==> config.mk <==
export PLATFORM = sky130hd
export DESIGN_NAME = mutex_arbiter_n_flat
export DESIGN_NICKNAME = d
export VERILOG_FILES = /design/src/rtl/arb_pkg.sv /design/src/rtl/mutex_arbiter_n_if.sv /design/src/rtl/rr_pick.sv /design/src/rtl/mutex_arbiter_n.sv /design/src/flat_wrapper.sv
export SDC_FILE = /design/constraint.sdc
export NUM_CORES = 1
export LEC_CHECK = 0
export BUFFER_PORTS_ARGS = -buffer_cell sky130_fd_sc_hd__clkbuf_2
export CAP_MARGIN = 20
export CORE_AREA = 5 5 55 57
export DETAILED_ROUTE_END_ITERATION = 12
export DIE_AREA = 0 0 60 62
export GPL_TIMING_DRIVEN = 1
export PLACE_DENSITY = 0.8
export SLEW_MARGIN = 20
export SYNTH_ARGS = -nofsm -noshare
export SYNTH_HDL_FRONTEND = slang
export SYNTH_SLANG_ARGS = --single-unit
==> constraint.sdc <==
create_clock -name clk -period 2.7 [get_ports clk]
set_input_delay 0.54 -clock clk [delete_from_list [all_inputs] [get_ports clk]]
set_output_delay 0.54 -clock clk [all_outputs]
set_load 0.1 [all_outputs]
==> src/rtl/arb_pkg.sv <==
// Shared types and helpers for the round-robin mutex arbiter (mutex_arbiter_n).
// Optional hold timeout is enabled with the ARB_HOLD_TIMEOUT_EN macro.
package arb_pkg;

  typedef enum logic {
    ARB_IDLE = 1'b0,
    ARB_BUSY = 1'b1
  } arb_state_t;

  localparam int MAX_REQ = 32;

  // Index of the set bit in a one-hot vector; a zero vector yields 0.
  function automatic int unsigned onehot_to_index(input logic [MAX_REQ-1:0] oh);
    int unsigned idx;
    idx = 0;
    for (int i = 0; i < MAX_REQ; i++) begin
      if (oh[i]) idx = idx | unsigned'(i);
    end
    return idx;
  endfunction

  function automatic logic [31:0] next_ptr(input logic [31:0] idx, input int unsigned n);
    return (idx == n - 1) ? 32'd0 : idx + 32'd1;
  endfunction

endpackage

==> src/rtl/mutex_arbiter_n_if.sv <==
// Request/grant bundle between requesters (master) and the mutex arbiter (slave).
// The timeout signal stays at 0 unless ARB_HOLD_TIMEOUT_EN is defined in the arbiter build.
interface mutex_arbiter_n_if #(
  parameter int NUM_REQ = 5,
  parameter int ID_W    = $clog2(NUM_REQ)
);

  logic [NUM_REQ-1:0] req;
  logic [NUM_REQ-1:0] grant;
  logic               grant_valid;
  logic [ID_W-1:0]    grant_id;
  logic               timeout;

  modport master (
    output req,
    input  grant,
    input  grant_valid,
    input  grant_id,
    input  timeout
  );

  modport slave (
    input  req,
    output grant,
    output grant_valid,
    output grant_id,
    output timeout
  );

endinterface

==> src/rtl/rr_pick.sv <==
// Combinational round-robin search: first set request at or above ptr, wrapping to 0.
// Rotates the request vector so ptr lands on bit 0, isolates the lowest set bit, then rotates back.
module rr_pick
  import arb_pkg::*;
#(
  parameter int NUM_REQ = 5,
  parameter int ID_W    = $clog2(NUM_REQ)
) (
  input  logic [NUM_REQ-1:0] req,
  input  logic [ID_W-1:0]    ptr,
  output logic [NUM_REQ-1:0] pick,
  output logic               found
);

  logic [NUM_REQ-1:0] rot;
  logic [NUM_REQ-1:0] rot_pick;

  always_comb begin
    rot      = NUM_REQ'({req, req} >> ptr);
    rot_pick = rot & (~rot + NUM_REQ'(1));
    pick     = NUM_REQ'(({rot_pick, rot_pick} << ptr) >> NUM_REQ);
    found    = |req;
  end

endmodule

==> src/rtl/mutex_arbiter_n.sv <==
// Break-before-make round-robin mutex arbiter for NUM_REQ level requests.
// Define ARB_HOLD_TIMEOUT_EN to force a release after HOLD_MAX consecutive grant cycles.
module mutex_arbiter_n
  import arb_pkg::*;
#(
  parameter int NUM_REQ  = 5,
  parameter int HOLD_MAX = 16,
  parameter int ID_W     = $clog2(NUM_REQ)
) (
  input  logic            clk,
  input  logic            rst,
  mutex_arbiter_n_if.slave bus
);

  if (NUM_REQ < 2 || NUM_REQ > MAX_REQ || HOLD_MAX < 1) begin : g_bad_cfg
    $error("mutex_arbiter_n: NUM_REQ must be 2..32 and HOLD_MAX at least 1");
  end

  arb_state_t         state;
  logic [ID_W-1:0]    ptr;
  logic [NUM_REQ-1:0] grant_q;
  logic               grant_valid_q;
  logic [ID_W-1:0]    grant_id_q;
  logic               timeout_q;

  logic [NUM_REQ-1:0] pick;
  logic               found;
  logic [ID_W-1:0]    pick_idx;
  logic               owner_req;
  logic               release_now;

  rr_pick #(
    .NUM_REQ (NUM_REQ),
    .ID_W    (ID_W)
  ) u_pick (
    .req   (bus.req),
    .ptr   (ptr),
    .pick  (pick),
    .found (found)
  );

  assign pick_idx  = ID_W'(onehot_to_index(32'(pick)));
  assign owner_req = bus.req[grant_id_q];

`ifdef ARB_HOLD_TIMEOUT_EN
  localparam int HOLD_W = $clog2(HOLD_MAX + 1);

  logic [HOLD_W-1:0] hold_cnt;
  logic              hold_expired;

  // hold_cnt sits at 0 throughout IDLE, so every new grant starts counting from zero.
  assign hold_expired = (hold_cnt == HOLD_W'(HOLD_MAX - 1));
  assign release_now  = !owner_req || hold_expired;

  always_ff @(posedge clk or posedge rst) begin
    if (rst) begin
      hold_cnt  <= '0;
      timeout_q <= 1'b0;
    end else begin
      timeout_q <= (state == ARB_BUSY) && owner_req && hold_expired;
      if (state == ARB_IDLE) begin
        hold_cnt <= '0;
      end else if (!release_now) begin
        hold_cnt <= hold_cnt + HOLD_W'(1);
      end
    end
  end
`else
  assign release_now = !owner_req;
  assign timeout_q   = 1'b0;
`endif

  // Every release passes through IDLE for one cycle, even with other requests pending.
  always_ff @(posedge clk or posedge rst) begin
    if (rst) begin
      state         <= ARB_IDLE;
      ptr           <= '0;
      grant_q       <= '0;
      grant_valid_q <= 1'b0;
      grant_id_q    <= '0;
    end else begin
      case (state)
        ARB_IDLE: begin
          if (found) begin
            state         <= ARB_BUSY;
            grant_q       <= pick;
            grant_valid_q <= 1'b1;
            grant_id_q    <= pick_idx;
            ptr           <= ID_W'(next_ptr(32'(pick_idx), NUM_REQ));
          end
        end
        ARB_BUSY: begin
          if (release_now) begin
            state         <= ARB_IDLE;
            grant_q       <= '0;
            grant_valid_q <= 1'b0;
            grant_id_q    <= '0;
          end
        end
      endcase
    end
  end

  assign bus.grant       = grant_q;
  assign bus.grant_valid = grant_valid_q;
  assign bus.grant_id    = grant_id_q;
  assign bus.timeout     = timeout_q;

endmodule

==> src/flat_wrapper.sv <==
// flat-port wrapper written by rule: the top's interface ports become plain ports
module mutex_arbiter_n_flat import arb_pkg::*;
#(
  parameter int NUM_REQ  = 5,
  parameter int HOLD_MAX = 16,
  parameter int ID_W     = $clog2(NUM_REQ)
)
  (clk, rst, bus_req, bus_grant, bus_grant_valid, bus_grant_id, bus_timeout);
  mutex_arbiter_n_if #(.NUM_REQ(NUM_REQ), .ID_W(ID_W)) bus_i ();
  input  logic clk;
  input  logic rst;
  input wire logic [$bits(bus_i.req)-1:0] bus_req;
  output wire logic [$bits(bus_i.grant)-1:0] bus_grant;
  output wire logic [$bits(bus_i.grant_valid)-1:0] bus_grant_valid;
  output wire logic [$bits(bus_i.grant_id)-1:0] bus_grant_id;
  output wire logic [$bits(bus_i.timeout)-1:0] bus_timeout;
  assign bus_i.req = bus_req;
  assign bus_grant = bus_i.grant;
  assign bus_grant_valid = bus_i.grant_valid;
  assign bus_grant_id = bus_i.grant_id;
  assign bus_timeout = bus_i.timeout;
  mutex_arbiter_n #(.NUM_REQ(NUM_REQ), .HOLD_MAX(HOLD_MAX), .ID_W(ID_W)) u_core (.clk(clk), .rst(rst), .bus(bus_i));
endmodule
Word-level counts from Yosys, hierarchy flattened --
Cells that the tools add are included.
Word-level totals: register bits 13, bits in latches 0, memory bits (writable) 0, bits in read-only memories 0, bits of input ports 7, output and inout port bits 10, logic and storage cells 38, memories kept 0
Cells by class: add/sub/neg operators 2, $mul 0, divide/modulo/power cells 0, order comparisons 1, eq/ne operators 3, shift operators 2, muxes and demuxes 19, bitwise operators 3, reduce and logical (&&, ||, !) cells 3
Operators by type and width (number):
- $mux W3 | 4
- $mux W5 | 2
- $pmux W5 S2 | 1
- $shl A10 B3 Y10 | 1
- $shr A10 B3 Y5 | 1
- $mux W1 | 6
- $pmux W3 S2 | 1
- $add A5 B1 Y5 const B | 1
- $and A5 B5 Y5 | 1
- $not A5 Y5 | 1
- $reduce_or A5 Y1 | 1
- $lt A3 B4 Y1 const B | 1
- $mux W2 | 2
- $pmux W1 S2 | 2
- $reduce_and A2 Y1 | 2
- $add A3 B1 Y3 const B | 1
- $bmux W1 S3 | 1
- $eq A3 B3 Y1 const B | 1
- $ne A2 B1 Y1 const B | 1
- $ne A2 B2 Y1 const B | 1
- $not A1 Y1 | 1

Logic depth before layout (Yosys ltp) --
Gate-level depths: netlist of the first run.
depth in word-level cells 11, mapped depth 13, mapped depth without buffers 11

Hierarchy --
From an unflattened synthesis of the first run, not the netlist that was laid out.
Second synthesis, totals: cells, all modules 137, area total of the unflattened synthesis 1272.5 um^2
By module, submodules not included:
- mutex_arbiter_n | instances 1, cells an instance 62, area an instance 666.9 um^2, seq. area each 300.3 um^2
- rr_pick | instances 1, cells an instance 75, area an instance 605.6 um^2, seq. area each 0.0 um^2

Least setup slack after synthesis of the first run --
OpenSTA, ideal clock, no wires.
kind input to register, start input bus_req[3], end register u_core.ptr[2], setup time 65 ps, arrival time 3164 ps, data required time 2635 ps, slack -528 ps, cell stages on the path 12, path buffers 1, cell sequence buf_2 -> mux4_1 -> mux2_2 -> or3_1 -> a21o_1 -> mux4_2 -> nand2b_1 -> inv_1 -> ha_1 -> nor3_1 -> o211a_1 -> a211o_1
Between the ends: longest elaborated chain between the ends 11, elaborated cells between the ends (all ways) 14, classes of those cells add/sub (2); eq/ne (1); shift (2); mux (5); bitwise (2); reduce/logical (2)
Ends and longest elaborated chain:
- start, declared | RTL line flat_wrapper.sv:12 | input wire logic [$bits(bus_i.req)-1:0] bus_req;
- $shr A10 B3 Y5 | RTL line rr_pick.sv:19 | rot = NUM_REQ'({req, req} >> ptr);
- $not A5 Y5 | RTL line rr_pick.sv:20 | rot_pick = rot & (~rot + NUM_REQ'(1));
- $add A5 B1 Y5 | RTL line rr_pick.sv:20
- $and A5 B5 Y5 | RTL line rr_pick.sv:20
- $shl A10 B3 Y10 | RTL line rr_pick.sv:21 | pick = NUM_REQ'(({rot_pick, rot_pick} << ptr) >> NUM_REQ);
- $mux W1 | RTL line arb_pkg.sv:17 | if (oh[i]) idx = idx | unsigned'(i);
- $mux W2 (2 in series) | RTL line arb_pkg.sv:17
- $mux W3 | RTL line arb_pkg.sv:17
- $add A3 B1 Y3 / $eq A3 B3 Y1 (equally long branches) | RTL line arb_pkg.sv:23 | return (idx == n - 1) ? 32'd0 : idx + 32'd1;
- $mux W3 | RTL line arb_pkg.sv:23
- end signal, assigned | RTL line mutex_arbiter_n.sv:89 | ptr <= ID_W'(next_ptr(32'(pick_idx), NUM_REQ));
- end, declared | RTL line mutex_arbiter_n.sv:20 | logic [ID_W-1:0] ptr;
Parallel ways exist; a longest one is shown, timed or not. A chain may end at the register's enable or synchronous reset.

Worst setup path in the final report of the first run --
start register u_core.ptr[0], end register u_core.ptr[2]
Between the ends: longest elaborated chain between the ends 11, elaborated cells between the ends (all ways) 12, classes of those cells add/sub (2); eq/ne (1); shift (2); mux (5); bitwise (2)
Ends and longest elaborated chain (RTL line):
- $shr A10 B3 Y5 | rr_pick.sv:19
- $not A5 Y5 | rr_pick.sv:20
- $add A5 B1 Y5 | rr_pick.sv:20
- $and A5 B5 Y5 | rr_pick.sv:20
- $shl A10 B3 Y10 * | rr_pick.sv:21
- $mux W1 | arb_pkg.sv:17
- $mux W2 (2 in series) | arb_pkg.sv:17
- $mux W3 * | arb_pkg.sv:17
- $add A3 B1 Y3 / $eq A3 B3 Y1 (equally long branches) | arb_pkg.sv:23
- $mux W3 * | arb_pkg.sv:23
Every way passes the cells marked *; elsewhere a longest branch is shown, timed or not.

==> impl_results.md, run 1 <==
- Outcome: finished with violations
- Violations in the final reports: setup timing
- Vias in the first global route: between 1000 and 1500
- RSZ-0062 raised after global routing: yes
- Mapped Nets: about 150
- I/O Buffers: 15
- RD Place Congestion: ~0.90
- Worst path bufs/invs: 1
- DR vias: 1237
- Max stage delay cell, worst path: mux4_2
- Most used cell, CP: mux4_2
- Storage cell area: 302 µm²
- H-tree depth: 1
- Max Freq: between 300 and 400 MHz
- Setup Viol. Count Final: 5
- Gr busiest metal: met2
- Max Slew Vio Count: 0
- Post-synth top flop: dfrtp_1
- Inserted Clock Buffers: 3
- GR Util met2: a little over a third
- Die area: around 0.0037 mm²
- Setup Skew: 4.79 ps
- DR DRC count: 0
- Largest net degree at the start of global routing: 13
- Number of DRC markers in iteration 0: 80
- Slew headroom: around three fifths
- Post-synthesis register bit count: 12
- Estimated wirelength of the detail-placed design: 2530 µm
- Root Buffer: clkbuf_4
- Vias per cell: between 5 and 6
- Total number of yosys warnings: 0
- Final Cycle Share: 115%
- Die width: roughly 60 µm
- Count of cell types in the netlist: 46
- First-pass GRT wire length: 5630 µm
- Async set-reset flop share out of synthesis: 100%
- Seq/Total Area, Yosys: roughly a quarter
- Pin slew with the least headroom to its limit: 618 ps
- Min-Delay Path Class: in2async
- CP Capture Type: flop
- CTS tree: yes
- Clk_lat worst skew: between 200 and 300 ps
- Setup WS post-layout: -401 ps
- Pre-antenna DRT Iters: 4
- Final instance area: roughly 0.0016 mm²
- All-layer global routing usage: between 20% and 30%
- Clock tree buffer depth: 2
- Critical Path Fanout Max: 8
- CORE AREA: between 0.002 and 0.0025 mm²
- Clk slew on worst S/H paths: ~70 ps
- Placement row count: 18
- Non-Filler Instances: 207
- WS Path Type: reg2reg
- Initial antenna violation count: 0
- Clock sinks: 12
- Ant. Diodes: 0
- Crit-path cells: buf_6 > mux4_2 > mux2i_4 > xnor2_1 > nand2_1 > mux4_2 > nand2b_4 > ha_2 > nor3_2 > o211a_1 > a211o_1
- Syn Std Cell Area: about 0.0012 mm²
- Met1 track demand over resource: around a quarter
- DP Cell Count: 200
- Synthesized area per cell: between 8 and 9 µm²
- Fin crit period: approximately 3100 ps
- EDFF count, synth: 0
- Final nets: 187
- Max cap viols: 0
- Detailed-route wire length per cell: ~17 µm
- Area after DPL: 0.00148 mm²
- Layout cell share with drive strength beyond 1: between 40% and 50%
- Cell taking the most area after synthesis: dfrtp_1
- Met3 usage: slightly below 4%
- Synth-to-Final Area Change: 35.8%
- Arrival @ worst endpoint: 3260 ps
- Fin. Hold Viols: 0
- # fillers: approximately 180
- Area fraction of the dominant cell type after synthesis: around a quarter
- Setup crit start kind: flop
- WL final: 3490 µm
- Synth area leaders: dfrtp_1 (25%), mux4_1 (8.8%), mux4_2 (5.7%), mux2i_1 (4.2%), nand2_1 (3.5%)
- Number of top-level pins: 17
- Die Y: roughly 62 µm
- Total gr overflow: 0
- Crit-path max cell delay: between 600 and 700 ps
- CP required: 2860 ps
- Initial core utilization: 49.0%
- Area of the multi-input gates: ~900 µm²
- Syn Inst Count: roughly 140
- Final ANT Viol Nets: 0
- CP delay by family, top: multiplexers
[routing by layer]
layer | part of all wire (%) | wire (µm)
met5 | 0 | 0
met4 | 1.2 | 42
met3 | 6.1 | 213
met2 | 51 | 1760
met1 | 42 | 1470
[state kept, by name, summed over array words and instances, names as in the netlist]
register                count
u_core.bus.grant            5
u_core.ptr                  3
u_core.bus.grant_id         2
u_core.state                1
u_core.bus.grant_valid      1
[path summary, 6_finish.rpt]
path                                                    startpoint  slack [ps]                                 end  cells past startpoint
worst max-delay path                     u_core.ptr[0]$_DFFE_PP0P_        -400           u_core.ptr[2]$_DFFE_PP0P_                     11
min in group clk                u_core.bus.grant_valid$_DFFE_PP0P_         490  u_core.bus.grant_valid$_DFFE_PP0P_                      2
worst min register to register  u_core.bus.grant_valid$_DFFE_PP0P_         490  u_core.bus.grant_valid$_DFFE_PP0P_                      2
worst min-delay path                                           rst         240              u_core.state$_DFF_PP0_                      2
worst max register to register           u_core.ptr[0]$_DFFE_PP0P_        -400           u_core.ptr[2]$_DFFE_PP0P_                     11
max in group asynchronous                                      rst        2130           u_core.ptr[0]$_DFFE_PP0P_                      2
[through the flow]
| stage | setup TNS (ps) | hold slack, ps | setup WS (ps) | utilization (%) |
|---|---|---|---|---|
| floorplan | -1090 | 405 | -476 | - |
| global placement | -1710 | 465 | -511 | 60.7 |
| detailed placement | -2190 | 464 | -617 | 60.7 |
| CTS | -888 | 251 | -388 | 64.1 |
| global route | -1420 | 270 | -535 | 66.6 |
| finish | -940 | 237 | -401 | 66.6 |
[what timing repair did]
| action | CTS | global route |
|---|---|---|
| endpoints found under the setup margin | 8 | 9 |
| hold buffers | 0 | 0 |
| setup buffers | 2 | 2 |
| cloned | 0 | 0 |
| pin swaps | 5 | 5 |
| gates resized for setup | 14 | 13 |
[area by class of cell]
| type | count | area share [%] |
|---|---|---|
| multi-input combinational | 103 | 54.1 |
| sequential | 12 | 18.6 |
| clock buffer | 4 | 2.24 |
| inverter | 10 | 2.32 |
| tap | 30 | 2.32 |
| timing repair buffer | 48 | 20.4 |
[cells in the mapped netlist (2+ instances only)]
| cell type | number |
|---|---|
| nor3_1 | 3 |
| nor2_1 | 10 |
| o211ai_1 | 3 |
| nand2_1 | 11 |
| nand4_1 | 2 |
| buf_4 | 2 |
| a21o_1 | 4 |
| nand3_1 | 5 |
| a211o_1 | 2 |
| o21ai_0 | 5 |
| mux4_2 | 3 |
| a31oi_1 | 3 |
| a32oi_1 | 2 |
| a21oi_1 | 8 |
| inv_1 | 9 |
| nand2b_1 | 4 |
| mux4_1 | 4 |
| ha_1 | 2 |
| dfrtp_1 | 12 |
| mux2i_1 | 5 |
| buf_2 | 3 |
| clkbuf_1 | 6 |
| and2_1 | 3 |
| or3_1 | 2 |
| mux2_2 | 3 |
[logic make-up after synthesis]
kind of cell | share of synthesized area [%]
AND/OR/NAND/NOR | 21.1
flip-flops | 25.2
buffers and inverters | 8.50
multiplexers | 21.5
adder cells (fa/ha/maj) | 2.10
AO/OA/AOI/OAI | 20.6
other | 0.314
XOR/XNOR | 0.735
[layout by cell type, fill, tap and decap left out, types with 2 or more instances in the layout]
master / synthesis / routed
o211ai_1: 3 / 3
nor2_1: 10 / 9
buf_4: 2 / 31
nand2_1: 11 / 11
buf_6: 1 / 2
a21oi_1: 8 / 7
clkbuf_2: 0 / 15
mux2_4: 0 / 2
inv_1: 9 / 8
o21ai_0: 5 / 3
nand3_1: 5 / 4
mux4_2: 3 / 7
nand2b_1: 4 / 3
nand4_1: 2 / 2
a31oi_1: 3 / 2
ha_2: 0 / 2
dfrtp_1: 12 / 11
a21o_1: 4 / 4
clkbuf_4: 0 / 3
o21ai_1: 0 / 2
mux2i_1: 5 / 4
a211o_1: 2 / 2
and2_4: 0 / 2
nor2_2: 1 / 2
[worst register-to-register path, cell delays in order (launching register included)]
cell      delay [ps]
dfrtp_2          450
buf_6            160
mux4_2           610
mux2i_4          210
xnor2_1          230
nand2_1          130
mux4_2           510
nand2b_4         100
ha_2             180
nor3_2            40
o211a_1          130
a211o_1          230
Power of run 1 is left out: the tool's default activity adds up to more than one toggle a clock period on the data nets, which glitch-free logic cannot reach.
==> run 2, diff against run 1 <==
--- a/config.mk
+++ b/config.mk
@@ -11,7 +11,7 @@
 export DETAILED_ROUTE_END_ITERATION = 12
 export DIE_AREA = 0 0 60 62
 export GPL_TIMING_DRIVEN = 1
-export PLACE_DENSITY = 0.8
+export PLACE_DENSITY = 0.76
 export SLEW_MARGIN = 20
 export SYNTH_ARGS = -nofsm -noshare
 export SYNTH_HDL_FRONTEND = slang
==> constraint.sdc (replaced) <==
create_clock -name clk -period 3.4 [get_ports clk]
set_input_delay 0.68 -clock clk [delete_from_list [all_inputs] [get_ports clk]]
set_output_delay 0.68 -clock clk [all_outputs]
set_load 0.1 [all_outputs]
==> impl_results.md, run 2 (same netlist as run 1, synthesis figures left out) <==
- Detailed-route wire length per cell: 17.0 µm (was 16.9 µm)
- Worst hold slack: 360 ps (was 237 ps)
- Min-Delay Path Class: in2async (unchanged)
- Final ANT Viol Nets: 0 (unchanged)
- DR DRC count: 0 (unchanged)
- WL final: 3290 µm (was 3490 µm)
- CP delay by family, top: multiplexers (unchanged)
- Final nets: 174 (was 187)
- Vias per cell: 6.19 (was 5.98)
- Clock sinks: 12 (unchanged)
- R2R setup slack: 180 ps (was -400 ps)
- CP startpoint: u_core.ptr[0]$_DFFE_PP0P_ (unchanged)
- RD Place Congestion: 0.927 (was 0.903)
- Crit-path cells: buf_4 > mux2i_1 > mux4_1 > or3_1 > a21o_1 > mux4_2 > nand2b_1 > inv_1 > ha_1 > nor3_1 > o211a_1 > a211o_1 (was buf_6 > mux4_2 > mux2i_4 > xnor2_1 > nand2_1 > mux4_2 > nand2b_4 > ha_2 > nor3_2 > o211a_1 > a211o_1)
- Reg-to-reg critical path endpoint: u_core.ptr[2]$_DFFE_PP0P_ (unchanged)
- # resized after CTS: 0 (was 14)
- H-tree depth: 1 (unchanged)
- Worst R2R Start: u_core.ptr[0]$_DFFE_PP0P_ (unchanged)
- WS Path Type: reg2reg (unchanged)
- Total gr overflow: 0 (unchanged)
- Max Slew Vio Count: 0 (unchanged)
- Worst path bufs/invs: 2 (was 1)
- Estimated wirelength of the detail-placed design: 2530 µm (about the same)
- Arrival @ worst endpoint: 3470 ps (was 3260 ps)
- Layout cell share with drive strength beyond 1: 31.1% (was 48.6%)
- Worst Reg-to-Reg Cells: 12 (was 11)
- I/O Buffers: 15 (unchanged)
- Crit-path max cell delay: 510 ps (was 610 ps)
- CP required: 3640 ps (was 2860 ps)
- Setup Skew: 18.8 ps (was 4.79 ps)
- RSZ-0062 raised after global routing: no (was yes)
- Critical Path Fanout Max: 9 (was 8)
- Initial core utilization: 49.0% (unchanged)
- Inserted Clock Buffers: 3 (unchanged)
- Synth-to-Final Area Change: 19.8% (was 35.8%)
- # fillers: 208 (was 175)
- Max Freq: 310 MHz (was 322 MHz)
- Pre-antenna DRT Iters: 4 (unchanged)
- Max stage delay cell, worst path: mux4_1 (was mux4_2)
- Number of flip-flops in the largest register: 5 (unchanged)
- CTS tree: yes (unchanged)
- Slew headroom: 54.6% (was 58.3%)
- Die Y: 62 µm (unchanged)
- Number of top-level pins: 17 (unchanged)
- CORE AREA: 0.00243 mm² (unchanged)
- Max cap viols: 0 (unchanged)
- Setup Viol. Count Final: 0 (was 5)
- Clk slew on worst S/H paths: 90 ps (was 70 ps)
- Die width: 60 µm (unchanged)
- Outcome: completed (was finished with violations)
- All-layer global routing usage: 20.0% (was 20.1%)
- Fin. Hold Viols: 0 (unchanged)
- Vias in the first global route: 1208 (was 1194)
- Initial antenna violation count: 0 (unchanged)
- Final Cycle Share: 94.8% (was 115%)
- Largest net degree at the start of global routing: 13 (unchanged)
- Fin crit period: 3220 ps (was 3100 ps)
- DR vias: 1200 (was 1237)
- Worst path depth: 12 (was 11)
- Number of DRC markers in iteration 0: 78 (was 80)
- CP Capture Type: flop (unchanged)
- Die area: 0.00372 mm² (unchanged)
- Clock tree buffer depth: 2 (unchanged)
- Most frequent cells in the layout: buf_4 (20), clkbuf_2 (15), dfrtp_1 (12) (was buf_4 (31), clkbuf_2 (15), nand2_1 (11), dfrtp_1 (11), nor2_1 (9))
- Placement row count: 18 (unchanged)
- Commonest non-fill, non-tap cell in the layout: buf_4 (unchanged)
- Post-cts hold buffer count: 0 (unchanged)
- Pin slew with the least headroom to its limit: 674 ps (was 618 ps)
- Root Buffer: clkbuf_4 (unchanged)
- # Post-CTS Setup Buffers: 0 (was 2)
- Setup crit start kind: flop (unchanged)
- Clk_lat worst skew: 300 ps (was 270 ps)
- Ant. Diodes: 0 (unchanged)
- First-pass GRT wire length: 5590 µm (was 5630 µm)
- Crit path to: u_core.ptr[2]$_DFFE_PP0P_ (unchanged)
run 2: cell types whose count changed in the layout (fill, tap and decap cells not counted), sizes merged:
cell  delta
buf     -13
run 2: layer usage:
metal | GRT usage (%) | up-vias | part of all wire [%]
li1 | - | 559 | -
met1 | 24.8 | 567 | 41
met2 | 33.8 | 62 | 50
met3 | 4.96 | 12 | 7.0
met4 | 7.28 | 0 | 2.2
met5 | 0 | - | 0
run 2: stage by stage:
stage | area, µm² | setup slack [ps] | std cells | utilization, % | TNS [ps]
6_report | 1430 | 177 | 194 | 58.7 | 0
5_1_grt | 1430 | 9.23 | 194 | 58.7 | 0
3_5_place_dp | 1390 | -44.0 | 190 | 57.2 | -44.0
3_3_place_gp | 1390 | 8.05 | 190 | 57.2 | 0
2_1_floorplan | 1190 | 31.7 | 137 | - | 0
4_1_cts | 1430 | 183 | 194 | 58.7 | 0
run 2: worst min path at each step:
stage	to	cells past startpoint	slack (ps)
after floorplan	u_core.state$_DFF_PP0_	2	530
after global placement	u_core.bus.grant_valid$_DFFE_PP0P_	2	460
after detailed placement	u_core.bus.grant_valid$_DFFE_PP0P_	2	480
after CTS	u_core.ptr[1]$_DFFE_PP0P_	2	380
after global routing	u_core.ptr[0]$_DFFE_PP0P_	2	390
final	u_core.bus.grant[3]$_DFFE_PP0P_	2	360
run 2: final cells by class:
class	count	area, µm²	share of cell area (%)
flip-flops and latches	12	300	21.0
inverters	10	37.5	2.63
well taps	30	37.5	2.63
clock buffers	4	36.3	2.54
multi-input cells	103	792	55.4
repair buffers	35	225	15.8
Power of run 2 is left out for the same reason.
